**src/rtl/regfile_write_scheduler_pkg.sv**
```systemverilog
// Shared widths, buffer state and write-source encodings for the register-file write scheduler.
package rf_sched_pkg;

    localparam int XLEN       = 32;
    localparam int REG_ADDR_W = 5;
    localparam int NUM_REGS   = 1 << REG_ADDR_W;

    typedef enum logic {
        BUF_EMPTY,
        BUF_FULL
    } buf_state_e;

    typedef enum logic [1:0] {
        SRC_NONE,
        SRC_WB,
        SRC_BUF,
        SRC_MC
    } wr_src_e;

endpackage

```
**src/rtl/regfile_write_scheduler_if.sv**
```systemverilog
// Decode, writeback, multi-cycle result and register-file port signals of the write scheduler.
// Signal names keep their direction prefix as seen from the scheduler (slave side).
interface regfile_write_scheduler_if;
    import rf_sched_pkg::*;

    logic                  i_d_valid;
    logic [REG_ADDR_W-1:0] i_d_rs1;
    logic [REG_ADDR_W-1:0] i_d_rs2;
    logic [REG_ADDR_W-1:0] i_d_rd;
    logic                  i_d_issue_mc;
    logic                  o_d_stall;

    logic                  i_w_we;
    logic [REG_ADDR_W-1:0] i_w_rd;
    logic [XLEN-1:0]       i_w_result;

    logic                  i_mc_valid;
    logic [REG_ADDR_W-1:0] i_mc_rd;
    logic [XLEN-1:0]       i_mc_result;
    logic                  o_mc_ready;

    logic                  o_rf_we;
    logic [REG_ADDR_W-1:0] o_rf_addr;
    logic [XLEN-1:0]       o_rf_wd;
    logic                  o_starve_stall;

    modport master (
        output i_d_valid, i_d_rs1, i_d_rs2, i_d_rd, i_d_issue_mc,
        output i_w_we, i_w_rd, i_w_result,
        output i_mc_valid, i_mc_rd, i_mc_result,
        input  o_d_stall, o_mc_ready, o_rf_we, o_rf_addr, o_rf_wd, o_starve_stall
    );

    modport slave (
        input  i_d_valid, i_d_rs1, i_d_rs2, i_d_rd, i_d_issue_mc,
        input  i_w_we, i_w_rd, i_w_result,
        input  i_mc_valid, i_mc_rd, i_mc_result,
        output o_d_stall, o_mc_ready, o_rf_we, o_rf_addr, o_rf_wd, o_starve_stall
    );

endinterface

```
**src/rtl/regfile_write_scheduler_pending.sv**
```systemverilog
// rf_pending_table: bitmap of registers awaiting a multi-cycle write, with three read ports.
// Bit 0 is forced to zero; a same-cycle set and clear of one bit resolves to set.
module rf_pending_table
    import rf_sched_pkg::*;
(
    input  logic                  i_clk,
    input  logic                  i_rst,
    input  logic                  i_set_en,
    input  logic [REG_ADDR_W-1:0] i_set_addr,
    input  logic                  i_clr_en,
    input  logic [REG_ADDR_W-1:0] i_clr_addr,
    input  logic [REG_ADDR_W-1:0] i_rd_addr0,
    input  logic [REG_ADDR_W-1:0] i_rd_addr1,
    input  logic [REG_ADDR_W-1:0] i_rd_addr2,
    output logic                  o_rd_bit0,
    output logic                  o_rd_bit1,
    output logic                  o_rd_bit2
);

    logic [NUM_REGS-1:0] pend_q;
    logic [NUM_REGS-1:0] pend_d;

    // NOTE: every variable written here gets a default first, so no path can infer a latch.
    always_comb begin
        pend_d = pend_q;
        if (i_clr_en) pend_d[i_clr_addr] = 1'b0;
        if (i_set_en) pend_d[i_set_addr] = 1'b1;
        pend_d[0] = 1'b0;
    end

    always_ff @(posedge i_clk) begin
        if (i_rst) pend_q <= '0;
        else       pend_q <= pend_d;
    end

    assign o_rd_bit0 = pend_q[i_rd_addr0];
    assign o_rd_bit1 = pend_q[i_rd_addr1];
    assign o_rd_bit2 = pend_q[i_rd_addr2];

endmodule

```
**src/rtl/regfile_write_scheduler.sv**
```systemverilog
// Register-file write-port scheduler: writeback > hold buffer > multi-cycle result, with hazard stalls.
// RF_SCHED_DIRECT_EN enables the zero-latency direct path; otherwise every result passes the buffer.
module regfile_write_scheduler
    import rf_sched_pkg::*;
#(
    parameter int MC_DEPTH     = 2,
    parameter int STARVE_LIMIT = 4
) (
    input logic                      i_clk,
    input logic                      i_rst,
    regfile_write_scheduler_if.slave bus
);

    localparam int CNT_W = $clog2(MC_DEPTH + 1);

    buf_state_e            state_q;
    logic [REG_ADDR_W-1:0] buf_rd_q;
    logic [XLEN-1:0]       buf_data_q;
    logic [CNT_W-1:0]      mc_cnt_q;
    logic [3:0]            starve_q;

    wr_src_e               src;
    logic [REG_ADDR_W-1:0] rf_addr;
    logic [XLEN-1:0]       rf_wd;
    logic pend_rs1, pend_rs2, pend_rd;
    logic wb_busy, mc_full, d_stall, issue, mc_ready, mc_accept, capture, mc_write;

    // Writeback owns the port whenever it asserts i_w_we, even for x0.
    assign wb_busy   = bus.i_w_we;
    assign mc_full   = (mc_cnt_q == CNT_W'(MC_DEPTH));
    assign d_stall   = ~i_rst & bus.i_d_valid
                     & (pend_rs1 | pend_rs2 | (bus.i_d_issue_mc & (pend_rd | mc_full)));
    assign issue     = ~i_rst & bus.i_d_valid & bus.i_d_issue_mc & ~d_stall;
    assign mc_ready  = ~i_rst & (state_q == BUF_EMPTY);
    assign mc_accept = bus.i_mc_valid & mc_ready;

`ifdef RF_SCHED_DIRECT_EN
    assign capture = mc_accept & wb_busy & (bus.i_mc_rd != '0);
`else
    assign capture = mc_accept & (bus.i_mc_rd != '0);
`endif

    always_comb begin
        src     = SRC_NONE;
        rf_addr = '0;
        rf_wd   = '0;
        if (wb_busy) begin
            src     = SRC_WB;
            rf_addr = bus.i_w_rd;
            rf_wd   = bus.i_w_result;
        end else if (state_q == BUF_FULL) begin
            src     = SRC_BUF;
            rf_addr = buf_rd_q;
            rf_wd   = buf_data_q;
        end
`ifdef RF_SCHED_DIRECT_EN
        else if (mc_accept) begin
            src     = SRC_MC;
            rf_addr = bus.i_mc_rd;
            rf_wd   = bus.i_mc_result;
        end
`endif
    end

    assign mc_write = ~i_rst & ((src == SRC_BUF) | (src == SRC_MC)) & (rf_addr != '0);

    rf_pending_table u_pending (
        .i_clk      (i_clk),
        .i_rst      (i_rst),
        .i_set_en   (issue & (bus.i_d_rd != '0)),
        .i_set_addr (bus.i_d_rd),
        .i_clr_en   (mc_write),
        .i_clr_addr (rf_addr),
        .i_rd_addr0 (bus.i_d_rs1),
        .i_rd_addr1 (bus.i_d_rs2),
        .i_rd_addr2 (bus.i_d_rd),
        .o_rd_bit0  (pend_rs1),
        .o_rd_bit1  (pend_rs2),
        .o_rd_bit2  (pend_rd)
    );

    // NOTE: sequential state uses non-blocking assignments so every register samples pre-edge values.
    always_ff @(posedge i_clk) begin
        if (i_rst) begin
            state_q  <= BUF_EMPTY;
            mc_cnt_q <= '0;
            starve_q <= '0;
        end else begin
            if (issue && !mc_accept)      mc_cnt_q <= mc_cnt_q + CNT_W'(1);
            else if (mc_accept && !issue) mc_cnt_q <= mc_cnt_q - CNT_W'(1);

            case (state_q)
                BUF_EMPTY: if (capture) state_q <= BUF_FULL;
                BUF_FULL: begin
                    if (!wb_busy) begin
                        state_q  <= BUF_EMPTY;
                        starve_q <= '0;
                    end else if (starve_q != 4'(STARVE_LIMIT)) begin
                        starve_q <= starve_q + 4'd1;
                    end
                end
                default: state_q <= BUF_EMPTY;
            endcase
        end
    end

    // NOTE: the payload carries no reset; it is only read while state_q is BUF_FULL.
    always_ff @(posedge i_clk) begin
        if (capture) begin
            buf_rd_q   <= bus.i_mc_rd;
            buf_data_q <= bus.i_mc_result;
        end
    end

    assign bus.o_d_stall      = d_stall;
    assign bus.o_mc_ready     = mc_ready;
    assign bus.o_rf_we        = ~i_rst & (src != SRC_NONE) & (rf_addr != '0);
    assign bus.o_rf_addr      = rf_addr;
    assign bus.o_rf_wd        = rf_wd;
    assign bus.o_starve_stall = ~i_rst & (starve_q == 4'(STARVE_LIMIT));

endmodule

```
**src/flat_wrapper.sv**
```systemverilog
// flat-port wrapper written by rule: the top's interface ports become plain ports
module regfile_write_scheduler_flat import rf_sched_pkg::*;
#(
    parameter int MC_DEPTH     = 2,
    parameter int STARVE_LIMIT = 4
)
  (i_clk, i_rst, bus_i_d_valid, bus_i_d_rs1, bus_i_d_rs2, bus_i_d_rd, bus_i_d_issue_mc, bus_i_w_we, bus_i_w_rd, bus_i_w_result, bus_i_mc_valid, bus_i_mc_rd, bus_i_mc_result, bus_o_d_stall, bus_o_mc_ready, bus_o_rf_we, bus_o_rf_addr, bus_o_rf_wd, bus_o_starve_stall);
  regfile_write_scheduler_if bus_i ();
  input logic i_clk;
  input logic i_rst;
  input wire logic [$bits(bus_i.i_d_valid)-1:0] bus_i_d_valid;
  input wire logic [$bits(bus_i.i_d_rs1)-1:0] bus_i_d_rs1;
  input wire logic [$bits(bus_i.i_d_rs2)-1:0] bus_i_d_rs2;
  input wire logic [$bits(bus_i.i_d_rd)-1:0] bus_i_d_rd;
  input wire logic [$bits(bus_i.i_d_issue_mc)-1:0] bus_i_d_issue_mc;
  input wire logic [$bits(bus_i.i_w_we)-1:0] bus_i_w_we;
  input wire logic [$bits(bus_i.i_w_rd)-1:0] bus_i_w_rd;
  input wire logic [$bits(bus_i.i_w_result)-1:0] bus_i_w_result;
  input wire logic [$bits(bus_i.i_mc_valid)-1:0] bus_i_mc_valid;
  input wire logic [$bits(bus_i.i_mc_rd)-1:0] bus_i_mc_rd;
  input wire logic [$bits(bus_i.i_mc_result)-1:0] bus_i_mc_result;
  output wire logic [$bits(bus_i.o_d_stall)-1:0] bus_o_d_stall;
  output wire logic [$bits(bus_i.o_mc_ready)-1:0] bus_o_mc_ready;
  output wire logic [$bits(bus_i.o_rf_we)-1:0] bus_o_rf_we;
  output wire logic [$bits(bus_i.o_rf_addr)-1:0] bus_o_rf_addr;
  output wire logic [$bits(bus_i.o_rf_wd)-1:0] bus_o_rf_wd;
  output wire logic [$bits(bus_i.o_starve_stall)-1:0] bus_o_starve_stall;
  assign bus_i.i_d_valid = bus_i_d_valid;
  assign bus_i.i_d_rs1 = bus_i_d_rs1;
  assign bus_i.i_d_rs2 = bus_i_d_rs2;
  assign bus_i.i_d_rd = bus_i_d_rd;
  assign bus_i.i_d_issue_mc = bus_i_d_issue_mc;
  assign bus_i.i_w_we = bus_i_w_we;
  assign bus_i.i_w_rd = bus_i_w_rd;
  assign bus_i.i_w_result = bus_i_w_result;
  assign bus_i.i_mc_valid = bus_i_mc_valid;
  assign bus_i.i_mc_rd = bus_i_mc_rd;
  assign bus_i.i_mc_result = bus_i_mc_result;
  assign bus_o_d_stall = bus_i.o_d_stall;
  assign bus_o_mc_ready = bus_i.o_mc_ready;
  assign bus_o_rf_we = bus_i.o_rf_we;
  assign bus_o_rf_addr = bus_i.o_rf_addr;
  assign bus_o_rf_wd = bus_i.o_rf_wd;
  assign bus_o_starve_stall = bus_i.o_starve_stall;
  regfile_write_scheduler #(.MC_DEPTH(MC_DEPTH), .STARVE_LIMIT(STARVE_LIMIT)) u_core (.i_clk(i_clk), .i_rst(i_rst), .bus(bus_i));
endmodule
```
**config.mk**
```make
export PLATFORM = sky130hd
export DESIGN_NAME = regfile_write_scheduler_flat
export DESIGN_NICKNAME = d
export VERILOG_FILES = /design/src/rtl/regfile_write_scheduler_pkg.sv /design/src/rtl/regfile_write_scheduler_if.sv /design/src/rtl/regfile_write_scheduler_pending.sv /design/src/rtl/regfile_write_scheduler.sv /design/src/flat_wrapper.sv
export SDC_FILE = /design/constraint.sdc
export NUM_CORES = 1
export LEC_CHECK = 0
export ABC_AREA = 1
export CAP_MARGIN = 10
export CORE_ASPECT_RATIO = 0.6
export CORE_UTILIZATION = 46
export CTS_BUF_LIST = sky130_fd_sc_hd__clkbuf_8
export DETAILED_ROUTE_END_ITERATION = 12
export PLACE_DENSITY = 0.79
export SLEW_MARGIN = 10
export SYNTH_ARGS = -nofsm -noshare
export SYNTH_HDL_FRONTEND = slang
export SYNTH_SLANG_ARGS = --single-unit
export TNS_END_PERCENT = 30
```
**constraint.sdc**
```tcl
create_clock -name i_clk -period 5.4 [get_ports i_clk]
set_clock_uncertainty 0.05 [all_clocks]
set_input_delay 1.08 -clock i_clk [delete_from_list [all_inputs] [get_ports i_clk]]
set_output_delay 1.08 -clock i_clk [all_outputs]
set_load 0.02 [all_outputs]
```
==> metrics, run 1 <==
NumNets Final=844; crit path buf inv count=3; worst min path class=flop to flop; Int Power=0.00101 W; Pleak=2.34 nW; crit path launch type=input pin; Placed Cells=~870; drc violations=0; Routed Antenna Nets=0; antenna violations before repair=0; DRC violation total after the first TritonRoute iteration=~660; slowest cell on the critical path=clkdlybuf4s50_1; Synth Register Bits=75; CP endpoint kind=primary output; Yosys Warn Count=0; family with the most delay on the worst path=buffers and inverters; Setup Viol. Count Final=0; Area growth syn-to-layout=36.6%; via/cell ratio=between 5 and 6; clock-pin slew on the worst setup and hold paths=80 ps; Sink Count=between 70 and 80; vias in the first global route=around 4600; Comb pwr share=0.210; Post-Route WL=15700 µm; fin crit share=0.897; largest net degree at the start of global routing=38; Initial Util=0.482; Tmin final=4840 ps; Crit path required time=about 4300 ps; layout cell share with drive strength beyond 1=0.0586; GRT Residual Overflow=0; Max stage delay on crit path=between 600 and 700 ps; drt pass-1 iters=5; worst skew pair latency=approximately 360 ps; post-synthesis sequential area ratio=0.415; mapped cell area=roughly 0.0045 mm²; Die Span Y=about 79 µm; # diodes=0; crit path kind=input pin to primary output; Non-Filler Instances=between 800 and 900; global-route wire length before repair=around 24000 µm; Clock power frac=0.345; Syn Nets=approximately 720; status=finished, final reports clean; Reg power frac=0.445; CP cell instances=clkdlybuf4s50_1, inv_1, nor3_1, nand2_1, nand2_1, nor2_1, a21oi_1, nor2_2, nor3_1, clkdlybuf4s50_1; Routed wire per std cell=17.8 µm; clock buffer depth=2; cell row count=27; CTS resizes=0; HPWL after detailed placement=around 12000 µm; buffers added on ports=between 100 and 150; Achievable Freq=approximately 210 MHz; CP max FO=5; fill count=between 800 and 900; RSZ-0062 raised after global routing=false; Post-Syn Instances=621; Slew Viols, Final=0; Avg Cell Area, Syn=about 7.3 µm²; pwr dens=~230 mW/mm²; count of different cell masters after synthesis=31; Via Count=roughly 5000; hold buffer count at cts=0; final hold vios=0; core region area=roughly 0.0094 mm²; maximum vdd drop=about 0.17 mV; max_slew headroom=0.328; GRT Util Overall=0.315; Fin Setup TNS=0 ps; total setup buffers inserted after CTS=0; total CTS buffers=9; Psw=approximately 0.00039 W; CTS Root Cell=clkbuf_8; CTS tree=done; CTS H-tree lvls=3; Final Wtd Congestion=1.02; Max-Cap Viols=0; DIE WIDTH=130 µm; Slew @ Worst Pin=between 1000 and 1500 ps; Sw Share=0.278; CP Data Arrival Time=3710 ps; Ports=136; Die Area=approximately 0.010 mm²
per-stage QoR:
| step | hold WS (ps) | instance area, µm² | util | power [W] | worst slack (ps) |
|---|---|---|---|---|---|
| 2_1_floorplan | 389 | 4510 | - | 0.000771 | 1600 |
| 3_3_place_gp | 398 | 5950 | 0.636 | 0.000910 | 727 |
| 3_5_place_dp | 426 | 5950 | 0.636 | 0.000918 | 662 |
| 4_1_cts | 442 | 6160 | 0.659 | 0.00139 | 650 |
| 5_1_grt | 475 | 6160 | 0.659 | 0.00144 | 391 |
| 6_report | 443 | 6160 | 0.659 | 0.00139 | 555 |
worst reg2reg max path: cells and delay by family, from the launching register on:
family	cells	cell delay, ps
AND/OR/NAND/NOR	7	1500
flip-flops	1	460
AO/OA/AOI/OAI	2	350
buffers and inverters	2	170
routing by layer:
metal  global-route usage  vias up  share of wire
met5                    0        -              0
met4               0.0930        0          0.013
met3               0.0943       29           0.12
met2                0.471      303           0.43
met1                0.437     2237           0.43
li1                     -     2373              -
cell type report:
| type | instances | area, µm² | share of cell area |
|---|---|---|---|
| clock buffers | 9 | 124 | 0.0201 |
| clock inverters | 7 | 91.3 | 0.0148 |
| inverters | 69 | 259 | 0.0420 |
| multi-input cells | 444 | 2210 | 0.359 |
| flip-flops and latches | 75 | 1870 | 0.304 |
| well taps | 130 | 163 | 0.0264 |
| repair buffers | 147 | 1440 | 0.234 |
power by group through the flow:
stage                     Sequential (W)  Clock (W)  Combinational (W)
after floorplan                 0.000631          0           0.000141
after global placement          0.000632          0           0.000278
after detailed placement        0.000633          0           0.000285
after CTS                       0.000620   0.000484           0.000286
after global routing            0.000621   0.000511           0.000311
final                           0.000620   0.000480           0.000293
kinds of logic after synthesis:
| family | Yosys count | synth area share |
|---|---|---|
| xor+xnor | 2 | 0.00388 |
| simple gates | 324 | 0.321 |
| flops | 75 | 0.415 |
| compound gates | 115 | 0.157 |
| buf+inv | 102 | 0.0956 |
| fa+ha+maj | 3 | 0.00832 |
Yosys cell counts, drive strengths merged:
cell type	count	share of area
nor3b	1	0.0017
xor2	2	0.0039
a22o	32	0.062
edfxtp	37	0.25
o21ai	41	0.045
inv	68	0.057
nor3	16	0.020
o211ai	1	0.0017
clkinv	1	0.00083
a21oi	37	0.041
dfxtp	38	0.17
a22oi	3	0.0050
buf	20	0.027
nand3	63	0.071
clkbuf	13	0.011
nor2	50	0.044
nand2	161	0.14
ha	3	0.0083
a31oi	1	0.0014
or2	1	0.0014
nand4	32	0.044
state kept, by name, summed over array words and instances (netlist names):
name / count
u_core.starve_q: 4
u_core.buf_rd_q: 5
u_core.state_q: 1
u_core.u_pending.pend_q: 31
u_core.buf_data_q: 32
u_core.mc_cnt_q: 2
cells in the final DEF (no fill, tap or decap):
| cell | instances |
|---|---|
| buf_4 | 12 |
| nand2_1 | 154 |
| edfxtp_1 | 37 |
| clkinv_1 | 1 |
| clkinvlp_4 | 1 |
| clkdlybuf4s50_1 | 135 |
| inv_6 | 1 |
| o21ai_0 | 40 |
| dfxtp_1 | 38 |
| a21oi_1 | 37 |
| clkinv_2 | 1 |
| o21ai_1 | 1 |
| nor3_1 | 14 |
| nor2_1 | 47 |
| nand3_1 | 62 |
| nor3_4 | 1 |
| inv_1 | 65 |
| a22oi_1 | 3 |
| bufinv_16 | 2 |
| o211ai_1 | 1 |
| nor2_4 | 1 |
| nor2_2 | 2 |
| nand2_2 | 7 |
| a31oi_1 | 1 |
| inv_4 | 1 |
| inv_2 | 4 |
| nor3b_1 | 1 |
| nand4_1 | 32 |
| a22o_1 | 32 |
| nand3_2 | 1 |
| nor3_2 | 1 |
| clkbuf_8 | 9 |
| ha_1 | 3 |
| or2_1 | 1 |
| xor2_1 | 2 |
final timing paths:
kind / startpoint / to / slack [ps] / depth (start not counted)
worst max register to register: u_core.state_q / u_core.u_pending.pend_q[16] / 2750 / 11
worst min register to register: u_core.mc_cnt_q[1] / u_core.mc_cnt_q[1] / 440 / 2
worst min-delay path: u_core.mc_cnt_q[1] / u_core.mc_cnt_q[1] / 440 / 2
worst max-delay path: bus_i_d_rd[4] / bus_o_d_stall / 560 / 10
Power figures use the tool's default switching activity.
==> inputs of run 2 (changes only) <==
REMOVE_ABC_BUFFERS = 1   (was unset)
==> run 2 against run 1 <==
Global-route usage fell by 0.26 points. Fmax fell by 1.2%. Total power fell by 6.8%. Utilization fell by 0.60 points. Critical path depth rose by 1. Non-clock buffer count fell by 2. Largest cell class unchanged. Combinational power barely moved. Via count rose by 0.93%. Hold slack got worse by 15 ps. Clock-buffer cell count rose by 2. Cell area fell by 0.91%. First-iteration DRC count rose by 6.5%.
==> metrics, run 2 (synthesis results as in run 1) <==
status=finished, final reports clean; global-route wire length before repair=24100 µm (-0.99%); Via Count=4988 (+0.93%); worst skew pair latency=360 ps (about the same); Post-Route WL=15300 µm (-2.7%); Slew Viols, Final=0 (unchanged); CP endpoint kind=primary output; max_slew headroom=0.343 (+0.0157); cell row count=27 (unchanged); Psw=0.000366 W (-5.3%); antenna violations before repair=0 (unchanged); drc violations=0 (unchanged); CTS Root Cell=clkbuf_8; Max-Cap Viols=0 (unchanged); maximum vdd drop=0.168 mV (-3.3%); pwr dens=213 mW/mm² (-5.9%); Achievable Freq=204 MHz (-1.2%); Fin Setup TNS=0 ps (unchanged); Die Span Y=78.7 µm (unchanged); Setup Viol. Count Final=0 (unchanged); CTS tree=done; Pleak=2.33 nW (-0.73%); biggest regs=u_core.buf_data_q x32, u_core.u_pending.pend_q x31, u_core.buf_rd_q x5; drt pass-1 iters=6 (+1); commonest non-fill, non-tap cells in the layout=154 x nand2_1, 135 x clkdlybuf4s50_1, 67 x inv_1; Sink Count=75 (unchanged); Reg power frac=0.478 (+0.033); Clock power frac=0.299 (-0.046); CP most frequent cell=nand3_1; total setup buffers inserted after CTS=0 (unchanged); GRT Util Overall=0.313 (-0.00255); Crit path required time=4270 ps (about the same); GRT Residual Overflow=0 (unchanged); CP max FO=13 (+8); clock buffer depth=2 (unchanged); Ports=136 (unchanged); fin crit share=0.908 (+0.0106); Area growth syn-to-layout=35.3%; via/cell ratio=5.67 (+1.2%); clock-pin slew on the worst setup and hold paths=80 ps (about the same); Routed wire per std cell=17.4 µm (-2.5%); core region area=0.00936 mm² (unchanged); CTS H-tree lvls=3 (unchanged); largest net degree at the start of global routing=38 (unchanged); crit path kind=input pin to primary output; Final Wtd Congestion=0.998 (-2.2%); crit path launch type=input pin; CTS resizes=0 (unchanged); CP cell instances=clkdlybuf4s50_1, clkinv_1, nand3_1, nand3_1, nand2_1, nand3_1, nor2_1, a21oi_1, nor2_2, nor3_1, clkdlybuf4s50_1; commonest non-fill, non-tap cell in the layout=nand2_1; final hold vios=0 (unchanged); # diodes=0 (unchanged); Max stage delay on crit path=820 ps (+130 ps); buffers added on ports=135 (unchanged); vias in the first global route=4506 (-2.3%); NumNets Final=842 (-0.24%); Reg2Reg Depth=11 (unchanged); Int Power=0.000932 W (-7.3%); fin util=0.653 (-0.00602); Comb pwr share=0.223 (+0.013); hold buffer count at cts=0 (unchanged); DIE WIDTH=130 µm (unchanged); layout cell share with drive strength beyond 1=0.0534 (-0.00518); slowest cell on the critical path=clkdlybuf4s50_1; RSZ-0062 raised after global routing=false; HPWL after detailed placement=11900 µm (-2.2%); DRC violation total after the first TritonRoute iteration=707 (+6.5%); hold path depth=2 (unchanged); Largest register FFs=32 (unchanged); total CTS buffers=9 (unchanged); Top reg by flops=u_core.buf_data_q; Slew @ Worst Pin=982 ps (-23.4 ps); Routed Antenna Nets=0 (unchanged); CP Data Arrival Time=3770 ps (+60 ps); Die Area=0.0102 mm² (unchanged); Initial Util=0.482 (unchanged); worst min path class=flop to flop; Tmin final=4900 ps (+57.4 ps); Sw Share=0.282 (+0.00438)
==> run 2: layer usage <==
metal | GRT usage | share of wire
met1 | 0.461 | 0.46
met2 | 0.446 | 0.41
met3 | 0.0916 | 0.12
met4 | 0.0651 | 0.013
met5 | 0 | 0
==> run 2: power by group through the flow <==
stage          registers (W)  clock network [W]  logic, W
4_1_cts             0.000620           0.000389  0.000283
2_1_floorplan       0.000631                  0  0.000117
3_5_place_dp        0.000633                  0  0.000282
3_3_place_gp        0.000633                  0  0.000278
6_report            0.000620           0.000388  0.000290
5_1_grt             0.000621           0.000419  0.000308
==> run 2: worst paths after layout <==
check	startpoint	to	slack, ps
max	bus_i_d_rd[1]	bus_o_d_stall	500
min	u_core.mc_cnt_q[1]	u_core.mc_cnt_q[1]	430
max reg2reg	u_core.state_q	u_core.u_pending.pend_q[2]	2970
min reg2reg	u_core.mc_cnt_q[1]	u_core.mc_cnt_q[1]	430
==> run 2: worst max-delay path, delay by kind of cell <==
family | cells | cell delay (ps)
buf+inv | 3 | 1830
compound gates | 1 | 100
simple gates | 7 | 740
==> run 2: area by class of cell <==
cell class	count	area (µm²)
flip-flops and latches	75	1870
repair buffers	145	1430
multi-input cells	444	2210
inverters	69	259
well taps	130	163
clock inverters	5	22.5
fillers	841	3250
clock buffers	11	151
==> run 2: through the flow <==
| stage | power (W) | cells | instance area [µm²] | setup WS (ps) | hold WS (ps) |
|---|---|---|---|---|---|
| finish | 0.00130 | 879 | 6110 | 498 | 427 |
| CTS | 0.00129 | 879 | 6110 | 616 | 427 |
| floorplan | 0.000747 | 588 | 4340 | 1540 | 388 |
| detailed placement | 0.000915 | 863 | 5930 | 624 | 416 |
| global placement | 0.000911 | 863 | 5930 | 689 | 400 |
| global route | 0.00135 | 879 | 6110 | 443 | 466 |
